**src/rtl/mmio_uart_pkg.sv**
```systemverilog
// Shared definitions for the memory-mapped UART transmitter: register offsets,
// STATUS bit positions and the serialiser state encoding.
package mmio_uart_pkg;

  localparam logic [1:0] REG_TXDATA  = 2'd0;
  localparam logic [1:0] REG_STATUS  = 2'd1;
  localparam logic [1:0] REG_BAUDDIV = 2'd2;
  localparam logic [1:0] REG_RSVD    = 2'd3;

  localparam int ST_BUSY    = 0;
  localparam int ST_FULL    = 1;
  localparam int ST_EMPTY   = 2;
  localparam int ST_OVF     = 3;
  localparam int ST_CNT_LSB = 4;
  localparam int ST_CNT_MSB = 7;

  typedef enum logic [1:0] {IDLE, START, DATA, STOP} tx_state_t;

endpackage

```
**src/rtl/sync_fifo.sv**
```systemverilog
// Single-clock FIFO; pointers carry one extra wrap bit so full and empty differ.
// A push while full is still accepted when a pop happens on the same edge.
module sync_fifo #(
  parameter int WIDTH = 8,
  parameter int DEPTH = 8,
  localparam int AW = $clog2(DEPTH)
) (
  input  logic             clk,
  input  logic             reset,
  input  logic             push,
  input  logic             pop,
  input  logic [WIDTH-1:0] din,
  output logic [WIDTH-1:0] dout,
  output logic             full,
  output logic             empty,
  output logic [AW:0]      count
);

  logic [WIDTH-1:0] mem [DEPTH];
  logic [AW:0]      wptr, rptr;
  logic             do_push, do_pop;

  assign do_pop  = pop && !empty;
  assign do_push = push && (!full || do_pop);

  always_ff @(posedge clk or negedge reset) begin
    if (!reset) begin
      wptr <= '0;
      rptr <= '0;
    end else begin
      if (do_push) wptr <= wptr + (AW+1)'(1);
      if (do_pop)  rptr <= rptr + (AW+1)'(1);
    end
  end

  always_ff @(posedge clk) begin
    if (do_push) mem[wptr[AW-1:0]] <= din;
  end

  assign dout  = mem[rptr[AW-1:0]];
  assign count = wptr - rptr;
  assign empty = (wptr == rptr);
  assign full  = (wptr[AW] != rptr[AW]) && (wptr[AW-1:0] == rptr[AW-1:0]);

endmodule

```
**src/rtl/mmio_uart_tx.sv**
```systemverilog
// Memory-mapped 8N1 UART transmitter: stores to TXDATA queue bytes in a FIFO,
// loads return status/config combinationally so the core keeps single-cycle timing.
module mmio_uart_tx
  import mmio_uart_pkg::*;
#(
  parameter logic [31:0] BASE_ADDR = 32'h0000_0400,
  parameter int          DEPTH     = 8,
  parameter logic [15:0] DIV_RESET = 16'd434
) (
  input  logic        clk,
  input  logic        reset,
  input  logic        we,
  input  logic [31:0] a,
  input  logic [31:0] wd,
  output logic [31:0] rd,
  output logic        sel,
  output logic        tx
);

  localparam int AW = $clog2(DEPTH);

  tx_state_t   state, state_nx;
  logic [15:0] div, baud;
  logic [2:0]  bitcnt;
  logic [7:0]  shift, head;
  logic        ovf;
  logic [1:0]  off;
  logic        push, pop, full, empty, bit_end;
  logic        wr_status, wr_div;
  logic [AW:0] count;
  logic        unused_bits;

  function automatic logic [3:0] sat_cnt(input logic [AW:0] c);
    return (int'(c) > 15) ? 4'd15 : 4'(c);
  endfunction

  assign sel       = (a[31:4] == BASE_ADDR[31:4]);
  assign off       = a[3:2];
  assign push      = we && sel && (off == REG_TXDATA);
  assign wr_status = we && sel && (off == REG_STATUS);
  assign wr_div    = we && sel && (off == REG_BAUDDIV);
  assign pop       = (state == IDLE) && !empty;
  assign bit_end   = (baud == 16'd0);
  assign unused_bits = ^{a[1:0], wd[31:16]};

  sync_fifo #(.WIDTH(8), .DEPTH(DEPTH)) u_fifo (
    .clk   (clk),
    .reset (reset),
    .push  (push),
    .pop   (pop),
    .din   (wd[7:0]),
    .dout  (head),
    .full  (full),
    .empty (empty),
    .count (count)
  );

  always_ff @(posedge clk or negedge reset) begin
    if (!reset) state <= IDLE;
    else        state <= state_nx;
  end

  always_comb begin
    state_nx = state;
    tx       = 1'b1;
    case (state)
      IDLE:  if (!empty) state_nx = START;
      START: begin
        tx = 1'b0;
        if (bit_end) state_nx = DATA;
      end
      DATA: begin
        tx = shift[0];
        if (bit_end && bitcnt == 3'd7) state_nx = STOP;
      end
      STOP:  if (bit_end) state_nx = IDLE;
      default: state_nx = IDLE;
    endcase
  end

  // Baud timing always reloads from the live divisor, so a divisor write lands at the next bit boundary
  always_ff @(posedge clk or negedge reset) begin
    if (!reset) begin
      baud   <= '0;
      bitcnt <= '0;
      div    <= DIV_RESET;
      ovf    <= 1'b0;
    end else begin
      if (pop)                 baud <= div - 16'd1;
      else if (state != IDLE)  baud <= bit_end ? div - 16'd1 : baud - 16'd1;
      if (state == DATA && bit_end) bitcnt <= bitcnt + 3'd1;
      if (wr_div) div <= (wd[15:0] == 16'd0) ? 16'd1 : wd[15:0];
      if (wr_status && wd[ST_OVF])    ovf <= 1'b0;
      else if (push && full && !pop)  ovf <= 1'b1;
    end
  end

  always_ff @(posedge clk) begin
    if (pop)                            shift <= head;
    else if (state == DATA && bit_end)  shift <= {1'b0, shift[7:1]};
  end

  always_comb begin
    rd = '0;
    if (sel) begin
      case (off)
        REG_STATUS: begin
          rd[ST_BUSY]                = (state != IDLE);
          rd[ST_FULL]                = full;
          rd[ST_EMPTY]               = empty;
          rd[ST_OVF]                 = ovf;
          rd[ST_CNT_MSB:ST_CNT_LSB]  = sat_cnt(count);
        end
        REG_BAUDDIV: rd[15:0] = div;
        default:     rd = '0;
      endcase
    end
  end

endmodule

```
**config.mk**
```make
export PLATFORM = sky130hd
export DESIGN_NAME = mmio_uart_tx
export DESIGN_NICKNAME = d
export VERILOG_FILES = /design/src/rtl/mmio_uart_pkg.sv /design/src/rtl/sync_fifo.sv /design/src/rtl/mmio_uart_tx.sv
export SDC_FILE = /design/constraint.sdc
export NUM_CORES = 1
export LEC_CHECK = 0
export ABC_AREA = 1
export BUFFER_PORTS_ARGS = -buffer_cell sky130_fd_sc_hd__buf_4
export CORE_ASPECT_RATIO = 2
export CORE_MARGIN = 3
export CORE_UTILIZATION = 33
export DETAILED_ROUTE_END_ITERATION = 6
export PLACE_DENSITY_LB_ADDON = 0.25
export REMOVE_ABC_BUFFERS = 1
export SYNTH_ARGS = -nofsm -noshare
export SYNTH_HDL_FRONTEND = slang
export SYNTH_SLANG_ARGS = --single-unit
```
**constraint.sdc**
```tcl
create_clock -name clk -period 3.1 [get_ports clk]
set_input_delay 0.62 -clock clk [delete_from_list [all_inputs] [get_ports clk]]
set_output_delay 0.62 -clock clk [all_outputs]
set_load 0.02 [all_outputs]
```
==> run metrics <==
Setup crit start kind flop; Pins Over Slew Limit 0; mux cell area share after synthesis 0%; yosys warns 0; Post-Synthesis Cells around 760; count of final setup violators 0; fmax roughly 0.34 GHz; TritonCTS clock tree done; DPL Wire Length 12,500 µm; Post-Route WL about 17,000 µm; Post-CTS Hold Buffers 0; CTS Buffer Depth 2; Final #Nets slightly above 900; Synth Area in Adders under 10%; synthesized area per cell 8.58 µm²; clk slew on worst S/H paths around 0.060 ns; All-Layer GR Usage around 16%; Synth Register Bits between 100 and 150; Final min period 2.93 ns; drt initial violations between 200 and 250; clk_skew roughly 0.011 ns; ANT cells 0; # clock sinks approximately 120; leading area contributor after synthesis edfxtp_1; max cap viols 0; DR WL/cell ~15 µm; post-synthesis async set-or-reset flop share between 30% and 40%; Post-synth top cells 196 x nand2_1, 120 x nor2_1, 72 x edfxtp_1; 1st-pass router iterations 4; Setup Crit Path Kind flop to primary output; worst IR drop on VDD slightly below 1000 µV; Starting Density roughly 34%; run status finished, final reports clean; Worst Reg2Reg Path Length in Cells 8; Seq/Total Area, Yosys between 50 and 60%; via/cell ratio 4.70; leak pwr 3.60 nW; Max-slew headroom roughly a third; Routed Antenna Nets 0; die area approximately 22,000 µm²; largest family of logic cells by synthesized area simple AND/OR/NAND/NOR gates; number of I/O pins between 100 and 150; core area approximately 19,000 µm²; die width 106 µm; initial antenna violation count 0; vias post-DR about 5,200; dominant cells by area after synthesis edfxtp_1 33%, dfrtp_1 16%, nand2_1 11%, nor2_1 6.9%, o21ai_0 3.9%; CTS root buf clkbuf_16; H-tree depth 4; fin crit share 94.4%; pwr dens 930 nW/µm²; final RePlAce weighted congestion roughly 0.82; post-synth top area share 33.1%; ys flop type edfxtp_1; crit path DAT about 2.3 ns; largest net degree at the start of global routing 47; critical path fanouts, max 7; total grt overflow 0; count leader, synth nand2_1; Inserted Clock Buffers 17; Port-buffer cells 66; layout cells sized above 1 roughly 18%; worst slew pin tran ~0.99 ns; Final Hold Fails 0; Remaining DRCs 0; CP required 2.48 ns; HP Class input port to async pin; first-pass GRT wire length roughly 27,000 µm; Synth cell types 42; EDFF count, synth between 70 and 80; TNS Setup 0 ns; Area growth, synth to finish 20.6%; Clock Latency Late Sink approximately 0.42 ns; chip height approximately 210 µm; compound-cell area share of the yosys netlist under 10%; vias in the first global route between 5,000 and 6,000; xor-xnor portion of the synthesized cell area ~2.5%; Mapped Area around 6500 µm²; CP endpoint kind primary output; FP Rows 72; post-CTS resize count 0; simple-gate share of the synthesized area a little over a quarter; Post-CTS Setup Inserts 0; power consumption roughly 7.3 mW; RSZ-0062 raised after global routing false
-- layout by cell type, fill, tap and decap left out, drive strengths merged, types with 15 or more instances in the layout --
master	count
nand2	201
nor2	127
buf	84
edfxtp	72
inv	71
o21ai	58
nand3	45
dfrtp	41
clkbuf	21
ha	17
conb	16
nand4	15
-- critical path: stages (launching register included) --
cell     delay, ns
dfrtp_1       0.46
inv_2         0.12
ha_1          0.14
inv_1         0.06
fa_1          0.38
or2_2         0.30
a22oi_1       0.17
nor2_1        0.09
buf_4         0.17
-- report_power, final --
group	switching [mW]	internal, mW
clock network	0.739	1.17
registers	0.112	1.77
logic	2.49	1.05
total	3.34	3.99
-- path summary, 6_finish.rpt --
kind	end	startpoint	slack [ns]
setup / recovery	rd[6]	u_fifo.wptr[0]	0.17
hold / removal	div[15]	reset	0.21
setup reg to reg	u_fifo.mem[0][5]	u_fifo.wptr[0]	0.57
hold reg to reg	bitcnt[0]	bitcnt[0]	0.49
max in group asynchronous	div[3]	reset	2.45
min in group clk	div[14]	wd[14]	0.42
-- sequential cells by signal, indices dropped and copies added (netlist names) --
register	flops
baud	16
bitcnt	3
div	16
ovf	1
shift	8
state	2
u_fifo.mem	64
u_fifo.rptr	4
u_fifo.wptr	4
-- through the flow --
| stage | util [%] | instance area [µm²] | cells | worst slack (ns) | hold slack [ns] |
|---|---|---|---|---|---|
| after detailed placement | 37.5 | 7270 | 1078 | 0.488 | 0.480 |
| final | 40.7 | 7880 | 1113 | 0.175 | 0.213 |
| after floorplan | - | 6340 | 738 | 0.171 | 0.324 |
| after global placement | 37.5 | 7270 | 1078 | 0.506 | 0.465 |
| after CTS | 40.6 | 7860 | 1110 | 0.0799 | 0.233 |
| after global routing | 40.7 | 7880 | 1113 | 0.0413 | 0.242 |
-- final cells by class --
| class | instances | area (µm²) |
|---|---|---|
| well taps | 259 | 324 |
| flip-flops and latches | 118 | 3320 |
| repair buffers | 84 | 631 |
| fillers | 1963 | 11500 |
| inverters | 68 | 258 |
| multi-input cells | 552 | 2760 |
| clock buffers | 21 | 503 |
| clock inverters | 11 | 85.1 |
-- kinds of logic (layout without fill, tap and decap cells) --
| group | Yosys count | count (layout) |
|---|---|---|
| buffers and inverters | 107 | 184 |
| and+or+nand+nor | 407 | 407 |
| xor gates and xnor gates | 18 | 18 |
| DFF | 118 | 118 |
| adders and majority gates | 18 | 18 |
| other | 1 | 16 |
| AOI/OAI and AO/OA | 93 | 93 |
-- layer usage --
layer  share of wire (%)  vias to the layer above  GRT usage [%]
li1                    -                     2649              -
met1                  34                     2465           15.3
met2                  60                       88           32.7
met3                 2.4                       27           2.71
met4                 2.9                        0           7.27
met5                   0                        -              0
(Power assumes the default switching activity.)
